## src/rtl/ctrl_pkg.sv

```systemverilog
// ---------------------------------------------------------------------------
// ctrl_pkg
// Shared types and constants for the RV32I multicycle control FSM.
//   state_e        : FSM state encoding
//   OPC_*          : 7-bit major opcodes (ir[6:0]) the core accepts
//   wb_sel_e       : register-file writeback source select
//   trap_cause_e   : cause code reported alongside the sticky trap flag
//   instr_class_e  : coarse instruction class produced by rv_opcode_decode
//   is_mem_class() : true for classes that need a data-bus access
// ---------------------------------------------------------------------------
package ctrl_pkg;

    typedef enum logic [2:0] {
        ST_BOOT    = 3'd0,
        ST_FETCH   = 3'd1,
        ST_DECODE  = 3'd2,
        ST_EXECUTE = 3'd3,
        ST_MEM     = 3'd4,
        ST_WB      = 3'd5,
        ST_TRAP    = 3'd6
    } state_e;

    localparam logic [6:0] OPC_LUI    = 7'b0110111;
    localparam logic [6:0] OPC_AUIPC  = 7'b0010111;
    localparam logic [6:0] OPC_JAL    = 7'b1101111;
    localparam logic [6:0] OPC_JALR   = 7'b1100111;
    localparam logic [6:0] OPC_BRANCH = 7'b1100011;
    localparam logic [6:0] OPC_LOAD   = 7'b0000011;
    localparam logic [6:0] OPC_STORE  = 7'b0100011;
    localparam logic [6:0] OPC_OP_IMM = 7'b0010011;
    localparam logic [6:0] OPC_OP     = 7'b0110011;

    typedef enum logic [1:0] {
        WB_ALU = 2'd0,
        WB_MEM = 2'd1,
        WB_PC4 = 2'd2
    } wb_sel_e;

    typedef enum logic [1:0] {
        CAUSE_NONE    = 2'd0,
        CAUSE_ILLEGAL = 2'd1,
        CAUSE_BUS_TMO = 2'd2
    } trap_cause_e;

    // LUI, AUIPC, OP and OP-IMM all behave identically from the control
    // point of view (ALU result written back, PC += 4), so they share a class.
    typedef enum logic [2:0] {
        CLS_ALU    = 3'd0,
        CLS_JAL    = 3'd1,
        CLS_JALR   = 3'd2,
        CLS_BRANCH = 3'd3,
        CLS_LOAD   = 3'd4,
        CLS_STORE  = 3'd5
    } instr_class_e;

    // Width of the bus-timeout counter; covers MEM_TIMEOUT up to 65535.
    localparam int TMO_W = 16;

    function automatic logic is_mem_class(input instr_class_e cls);
        return (cls == CLS_LOAD) || (cls == CLS_STORE);
    endfunction

endpackage

```

## src/rtl/rv_opcode_decode.sv

```systemverilog
// ---------------------------------------------------------------------------
// rv_opcode_decode
// Combinational classifier for the latched instruction word.
// Only the major opcode field is needed to pick the control sequence, so the
// block takes ir[6:0] rather than the whole word.
//   opcode  in  7  ir[6:0]
//   cls     out    instruction class (valid when illegal=0)
//   illegal out 1  instruction is not a supported RV32I major opcode
// ---------------------------------------------------------------------------
module rv_opcode_decode
    import ctrl_pkg::*;
(
    input  logic [6:0]   opcode,
    output instr_class_e cls,
    output logic         illegal
);

    always_comb begin
        cls     = CLS_ALU;
        illegal = 1'b0;
        case (opcode)
            OPC_LUI,
            OPC_AUIPC,
            OPC_OP_IMM,
            OPC_OP:     cls = CLS_ALU;
            OPC_JAL:    cls = CLS_JAL;
            OPC_JALR:   cls = CLS_JALR;
            OPC_BRANCH: cls = CLS_BRANCH;
            OPC_LOAD:   cls = CLS_LOAD;
            OPC_STORE:  cls = CLS_STORE;
            default:    illegal = 1'b1;
        endcase
        // Compressed / non-32-bit encodings are rejected outright. Every
        // listed opcode already ends in 2'b11; this keeps the rule explicit
        // if the opcode list ever grows.
        if (opcode[1:0] != 2'b11) begin
            illegal = 1'b1;
        end
    end

endmodule

```

## src/rtl/core_ctrl_fsm.sv

```systemverilog
// ---------------------------------------------------------------------------
// core_ctrl_fsm
// Multicycle control sequencer for the RV32I core:
//   BOOT -> FETCH -> DECODE -> EXECUTE -> [MEM] -> WB -> FETCH ...
// with a sticky TRAP state for illegal instructions and bus timeouts.
//
// Ports
//   clk, reset_n       clock, asynchronous active-low reset
//   imem_rdata/ack     instruction bus read data and acknowledge
//   imem_req           instruction fetch request (held until ack)
//   ir                 latched instruction register
//   dmem_ack           data bus acknowledge
//   dmem_req/we        data access request (held until ack), 1=store
//   branch_taken       ALU compare result, sampled during WB
//   inc_pc             one-cycle PC increment strobe
//   sel_addr           one-cycle PC load strobe (JALR target)
//   incr_imm           PC increment source: 1=immediate, 0=4
//   rf_we              one-cycle register-file write enable
//   wb_sel             writeback source (wb_sel_e)
//   trap, trap_cause   sticky fault flag and its cause (trap_cause_e)
//
// Outputs are a Moore decode of the state register (plus ir, and
// branch_taken for the branch increment source), so every request and strobe
// drops the moment reset_n falls.
// ---------------------------------------------------------------------------
module core_ctrl_fsm
    import ctrl_pkg::*;
#(
    parameter int unsigned MEM_TIMEOUT = 255
) (
    input  logic        clk,
    input  logic        reset_n,
    input  logic [31:0] imem_rdata,
    input  logic        imem_ack,
    output logic        imem_req,
    output logic [31:0] ir,
    input  logic        dmem_ack,
    output logic        dmem_req,
    output logic        dmem_we,
    input  logic        branch_taken,
    output logic        inc_pc,
    output logic        sel_addr,
    output logic        incr_imm,
    output logic        rf_we,
    output logic [1:0]  wb_sel,
    output logic        trap,
    output logic [1:0]  trap_cause
);

    // The counter holds the number of request cycles already spent without
    // ack; the cycle in which it equals MEM_TIMEOUT-1 is the last one allowed.
    localparam logic [TMO_W-1:0] TMO_LAST = TMO_W'(MEM_TIMEOUT - 1);

    state_e           state;
    logic [TMO_W-1:0] tmo_cnt;
    trap_cause_e      cause_q;
    instr_class_e     cls;
    logic             illegal;
    logic             tmo_hit;

    rv_opcode_decode u_dec (
        .opcode  (ir[6:0]),
        .cls     (cls),
        .illegal (illegal)
    );

    assign tmo_hit = (tmo_cnt == TMO_LAST);

    // -----------------------------------------------------------------------
    // State, instruction register, timeout counter and trap cause.
    // Acks are only consulted in the state that owns the matching request,
    // so stray acks elsewhere fall through untouched.
    // -----------------------------------------------------------------------
    always_ff @(posedge clk or negedge reset_n) begin
        if (!reset_n) begin
            state   <= ST_BOOT;
            ir      <= '0;
            tmo_cnt <= '0;
            cause_q <= CAUSE_NONE;
        end else begin
            case (state)
                ST_BOOT: begin
                    state   <= ST_FETCH;
                    tmo_cnt <= '0;
                end
                ST_FETCH: begin
                    if (imem_ack) begin
                        ir    <= imem_rdata;
                        state <= ST_DECODE;
                    end else if (tmo_hit) begin
                        state   <= ST_TRAP;
                        cause_q <= CAUSE_BUS_TMO;
                    end else begin
                        tmo_cnt <= tmo_cnt + 1'b1;
                    end
                end
                ST_DECODE: begin
                    if (illegal) begin
                        state   <= ST_TRAP;
                        cause_q <= CAUSE_ILLEGAL;
                    end else begin
                        state <= ST_EXECUTE;
                    end
                end
                ST_EXECUTE: begin
                    if (is_mem_class(cls)) begin
                        state   <= ST_MEM;
                        tmo_cnt <= '0;
                    end else begin
                        state <= ST_WB;
                    end
                end
                ST_MEM: begin
                    // Ack in the final allowed cycle takes priority over the
                    // timeout.
                    if (dmem_ack) begin
                        state <= ST_WB;
                    end else if (tmo_hit) begin
                        state   <= ST_TRAP;
                        cause_q <= CAUSE_BUS_TMO;
                    end else begin
                        tmo_cnt <= tmo_cnt + 1'b1;
                    end
                end
                ST_WB: begin
                    state   <= ST_FETCH;
                    tmo_cnt <= '0;
                end
                ST_TRAP: begin
                    state <= ST_TRAP;
                end
                default: begin
                    state <= ST_BOOT;
                end
            endcase
        end
    end

    // -----------------------------------------------------------------------
    // Moore output decode. All PC/RF strobes live in WB only, so each fires
    // exactly once per retired instruction; JALR is the only class that
    // loads the PC, and it never increments it.
    // -----------------------------------------------------------------------
    always_comb begin
        imem_req   = (state == ST_FETCH);
        dmem_req   = (state == ST_MEM);
        dmem_we    = (state == ST_MEM) && (cls == CLS_STORE);
        inc_pc     = 1'b0;
        sel_addr   = 1'b0;
        incr_imm   = 1'b0;
        rf_we      = 1'b0;
        wb_sel     = WB_ALU;
        trap       = (state == ST_TRAP);
        trap_cause = cause_q;
        if (state == ST_WB) begin
            case (cls)
                CLS_JAL: begin
                    inc_pc   = 1'b1;
                    incr_imm = 1'b1;
                    rf_we    = 1'b1;
                    wb_sel   = WB_PC4;
                end
                CLS_JALR: begin
                    sel_addr = 1'b1;
                    rf_we    = 1'b1;
                    wb_sel   = WB_PC4;
                end
                CLS_BRANCH: begin
                    inc_pc   = 1'b1;
                    incr_imm = branch_taken;
                end
                CLS_LOAD: begin
                    inc_pc = 1'b1;
                    rf_we  = 1'b1;
                    wb_sel = WB_MEM;
                end
                CLS_STORE: begin
                    inc_pc = 1'b1;
                end
                default: begin
                    inc_pc = 1'b1;
                    rf_we  = 1'b1;
                    wb_sel = WB_ALU;
                end
            endcase
        end
    end

endmodule

```

## config.mk

```make
export PLATFORM = sky130hd
export DESIGN_NAME = core_ctrl_fsm
export DESIGN_NICKNAME = d
export VERILOG_FILES = /design/src/rtl/ctrl_pkg.sv /design/src/rtl/rv_opcode_decode.sv /design/src/rtl/core_ctrl_fsm.sv
export SDC_FILE = /design/constraint.sdc
export NUM_CORES = 1
export LEC_CHECK = 0
export ABC_AREA = 1
export CAP_MARGIN = 20
export CORE_UTILIZATION = 40
export CTS_BUF_LIST = sky130_fd_sc_hd__clkbuf_4
export DETAILED_ROUTE_END_ITERATION = 10
export MAX_ROUTING_LAYER = met4
export PLACE_DENSITY = 0.69
export SLEW_MARGIN = 40
export SYNTH_ARGS = -nofsm -noshare
export SYNTH_HDL_FRONTEND = slang
export SYNTH_SLANG_ARGS = --single-unit
```

## constraint.sdc

```tcl
create_clock -name clk -period 4.6 [get_ports clk]
set_input_delay 1.38 -clock clk [delete_from_list [all_inputs] [get_ports clk]]
set_output_delay 1.38 -clock clk [all_outputs]
set_load 0.005 [all_outputs]
```

==> impl_metrics.ini <==
[placement]
hpwlAfterDp_mm = 4.522
placedInstanceArea_um2 = 3755
place_worst_setup_slack_ps = 640.0
portBuffers = 80
gpl.final_weighted_congestion = 0.8444

[clock_tree]
cts_tree = yes
ctsLongestPathBuffers = 2
clk_latency_ps = 390
post_cts_buffers = 0
clk_root_buffer_cell = sky130_fd_sc_hd__clkbuf_4
cts.htree.levels = 2
cts_buffers = 5
cts-hold-fix-buffers = 0
postCtsResizedCells = 0
clkSlewWorstSetupHoldPaths_ps = 170
clock-sinks = 53

[critical_path]
critical-path-slowest-cell = sky130_fd_sc_hd__clkdlybuf4s50_1
cp-start-kind = primary input
crit_type = in2out
critical_path.max_fanout = 1
worstPathBufferInverterCount = 2
timing.critical_path.arrival_ps = 2580
path_cells = clkdlybuf4s50_1 > nand3_1 > a21oi_1 > clkdlybuf4s50_1
critPathMostFrequentCell = sky130_fd_sc_hd__clkdlybuf4s50_1
critPathCaptureType = output port
cpLargestDelayFamily = buffers and inverters
worst_flop_to_flop_path_startpoint = state[0]$_DFF_PN0_
crit_path_start = branch_taken
crit_required_ps = 3220
crit_path_max_incr_delay_ps = 520

[yosys]
yosys_warnings = 0
avgSynthCellArea_um2 = 8.962
seq_area_frac_synth_pct = 45.40
async_reset_ff_share_pct = 100.0
mappedNetlistArea_um2 = 2922
synth-edff-count = 0
yosysUniqueCellTypes = 31
number_of_synthesized_register_bits = 53
netlist_instances = 326
synth_fp_nets = 365
synthFlopType = sky130_fd_sc_hd__dfrtp_1

[drt]
viasPerCell = 4.702
drcViolationCount = 0
routed_wl_mm = 6.112
first_pass_iters = 4
detail_route.iter0.violations = 190
antenna_violating_nets_post_route = 0
wire_per_inst_um = 12.13
via_count = 2370

[layout]
nFillCells = 660
multi_input_comb_area_um2 = 1403
area.sequential_um2 = 1326
area_growth_syn_to_layout_pct = 30.49
layout.cell_area.non_filler_um2 = 3812
nNetsFinal = 446
layout_cells_sized_above_1_pct = 13.24
antenna-diode-count = 0

[floorplan]
die_area_um2 = 7649
placeable_core_area_um2 = 6907
die_h_um = 87.46
initial_utilization_pct = 42.30
die_w_um = 87.46
fp-row-count = 30
io_pins = 81

[grt]
grt_start_max_net_pins = 40
overflow = 0
grt_first_pass_wirelength_mm = 10.62
grt_antenna_before_repair = 0
global_route.usage.total_pct = 18.15
grt_pass1_vias = 2415
met3_track_usage_gr_pct = 5.592
top_usage_layer = met2
met2_resource_use_gr_pct = 27.77
gr-usage-met1_pct = 23.17

[sta]
report.final.hold_viol_count = 0
period_needed_ps = 3961
postLayoutSetupSlackWorst_ps = 639.1
fin_hold_ws_ps = 496.9
setup_viol = 0
rsz0062_at_grt = false
timing_max_transition_violations_final = 0
max_freq_mhz = 252.5
worst-slew-pin-transition_ps = 591.5
final_min_period_over_clock_period_pct = 86.11
clock_skew_ps = 19.92
setup_total_negative_slack_ps = 0
slew_headroom_pct = 60.57

[worst_hold_path]
path_category_of_the_worst_min_delay_check = reg2reg
holdCritStartpoint = trap_cause[0]$_DFFE_PN0P_

[power_and_ir_drop]
power.static_leakage_nw = 1.775
vdd.ir_drop.worst_mv = 0.3047
tot_pwr_mw = 2.017
power.density_nw_per_um2 = 529.0

[run]
maxCapViolations = 0

[run_status]
outcome = finished clean
-- power by group --
group | internal [mW] | switching (mW) | total, mW
clock | 0.0601 | 0.155 | 0.215
combinational | 0.589 | 0.445 | 1.03
sequential | 0.641 | 0.127 | 0.768
total | 1.29 | 0.728 | 2.02
-- through the flow --
| step | util (%) | std cells |
|---|---|---|
| 2_1_floorplan | - | 326 |
| 3_3_place_gp | 54.33 | 496 |
| 3_5_place_dp | 54.37 | 496 |
| 4_1_cts | 55.20 | 504 |
| 5_1_grt | 55.20 | 504 |
| 6_report | 55.20 | 504 |
-- worst paths after layout --
check	cells after the start	endpoint	slack (ps)
max	4	incr_imm	640
min	2	trap_cause[0]$_DFFE_PN0P_	500
max reg2reg	10	tmo_cnt[6]$_DFFE_PN0P_	2510
min reg2reg	2	trap_cause[0]$_DFFE_PN0P_	500
max in group asynchronous	2	tmo_cnt[0]$_DFFE_PN0P_	3060
min in group asynchronous	1	trap_cause[1]$_DFFE_PN0P_	930
-- placed cells by master, fill, tap and decap left out, types with 7 or more instances in the layout --
cell and instances:
sky130_fd_sc_hd__nand2_1 100, sky130_fd_sc_hd__clkdlybuf4s50_1 79, sky130_fd_sc_hd__dfrtp_1 53, sky130_fd_sc_hd__nor2_1 46, sky130_fd_sc_hd__inv_1 21, sky130_fd_sc_hd__mux2_4 21, sky130_fd_sc_hd__nand3_1 14, sky130_fd_sc_hd__nor3_1 9
sky130_fd_sc_hd__a21oi_1 9, sky130_fd_sc_hd__mux2_2 7
-- synth_stat cells, types with 2 or more instances --
library cell               number  area, um2
sky130_fd_sc_hd__nand2_1      100      375.4
sky130_fd_sc_hd__dfrtp_1       53       1326
sky130_fd_sc_hd__nor2_1        46      172.7
sky130_fd_sc_hd__inv_1         21      78.83
sky130_fd_sc_hd__mux2_4        21      315.3
sky130_fd_sc_hd__nand3_1       14      70.07
sky130_fd_sc_hd__a21oi_1        9      45.04
sky130_fd_sc_hd__nor3_1         9      45.04
sky130_fd_sc_hd__mux2_2         7      78.83
sky130_fd_sc_hd__xor2_1         6      52.55
sky130_fd_sc_hd__buf_6          4      45.04
sky130_fd_sc_hd__inv_2          4      15.01
sky130_fd_sc_hd__nand4_1        4      25.02
sky130_fd_sc_hd__nand2_2        3      18.77
sky130_fd_sc_hd__nor2_4         3      33.78
sky130_fd_sc_hd__buf_12         2      40.04
sky130_fd_sc_hd__ha_1           2      25.02
sky130_fd_sc_hd__nand2_4        2      22.52
sky130_fd_sc_hd__nand3_2        2      20.02
sky130_fd_sc_hd__nand3b_1       2      15.01
sky130_fd_sc_hd__o21ai_0        2      10.01
-- area by class of cell --
cell class                      count  area share (%)
Multi-Input combinational cell    240           36.79
Sequential cell                    53           34.79
Timing Repair Buffer               81           21.14
Tap cell                           96           3.151
Inverter                           26           2.626
Clock buffer                        5          0.9846
Clock inverter                      3          0.5251
-- worst min-delay path, stage by stage, from the launching register on --
cell	delay, ps
sky130_fd_sc_hd__dfrtp_1	380
sky130_fd_sc_hd__nand2_1	50
sky130_fd_sc_hd__nand2_1	50
-- state kept, by name, summed over array words and instances, names as in the netlist --
register    flops
ir             32
state           3
tmo_cnt        16
trap_cause      2
-- per-layer routing --
layer	vias up	share of wire [%]
met5	-	0
met4	0	1.0
met2	61	45
met1	1101	47
met3	7	7.4
li1	1201	-
-- kinds of logic (layout without fill, tap and decap cells) --
logic type,Yosys count,count (layout),share of synthesized area (%)
xor+xnor,7,7,2.099
flops,53,53,45.40
buf+inv,33,115,6.595
mux,28,28,13.49
fa+ha+maj,2,2,0.8564
compound gates,15,15,3.041
simple gates,188,188,28.52
Note: power is estimated with default switching activity, not from simulation.
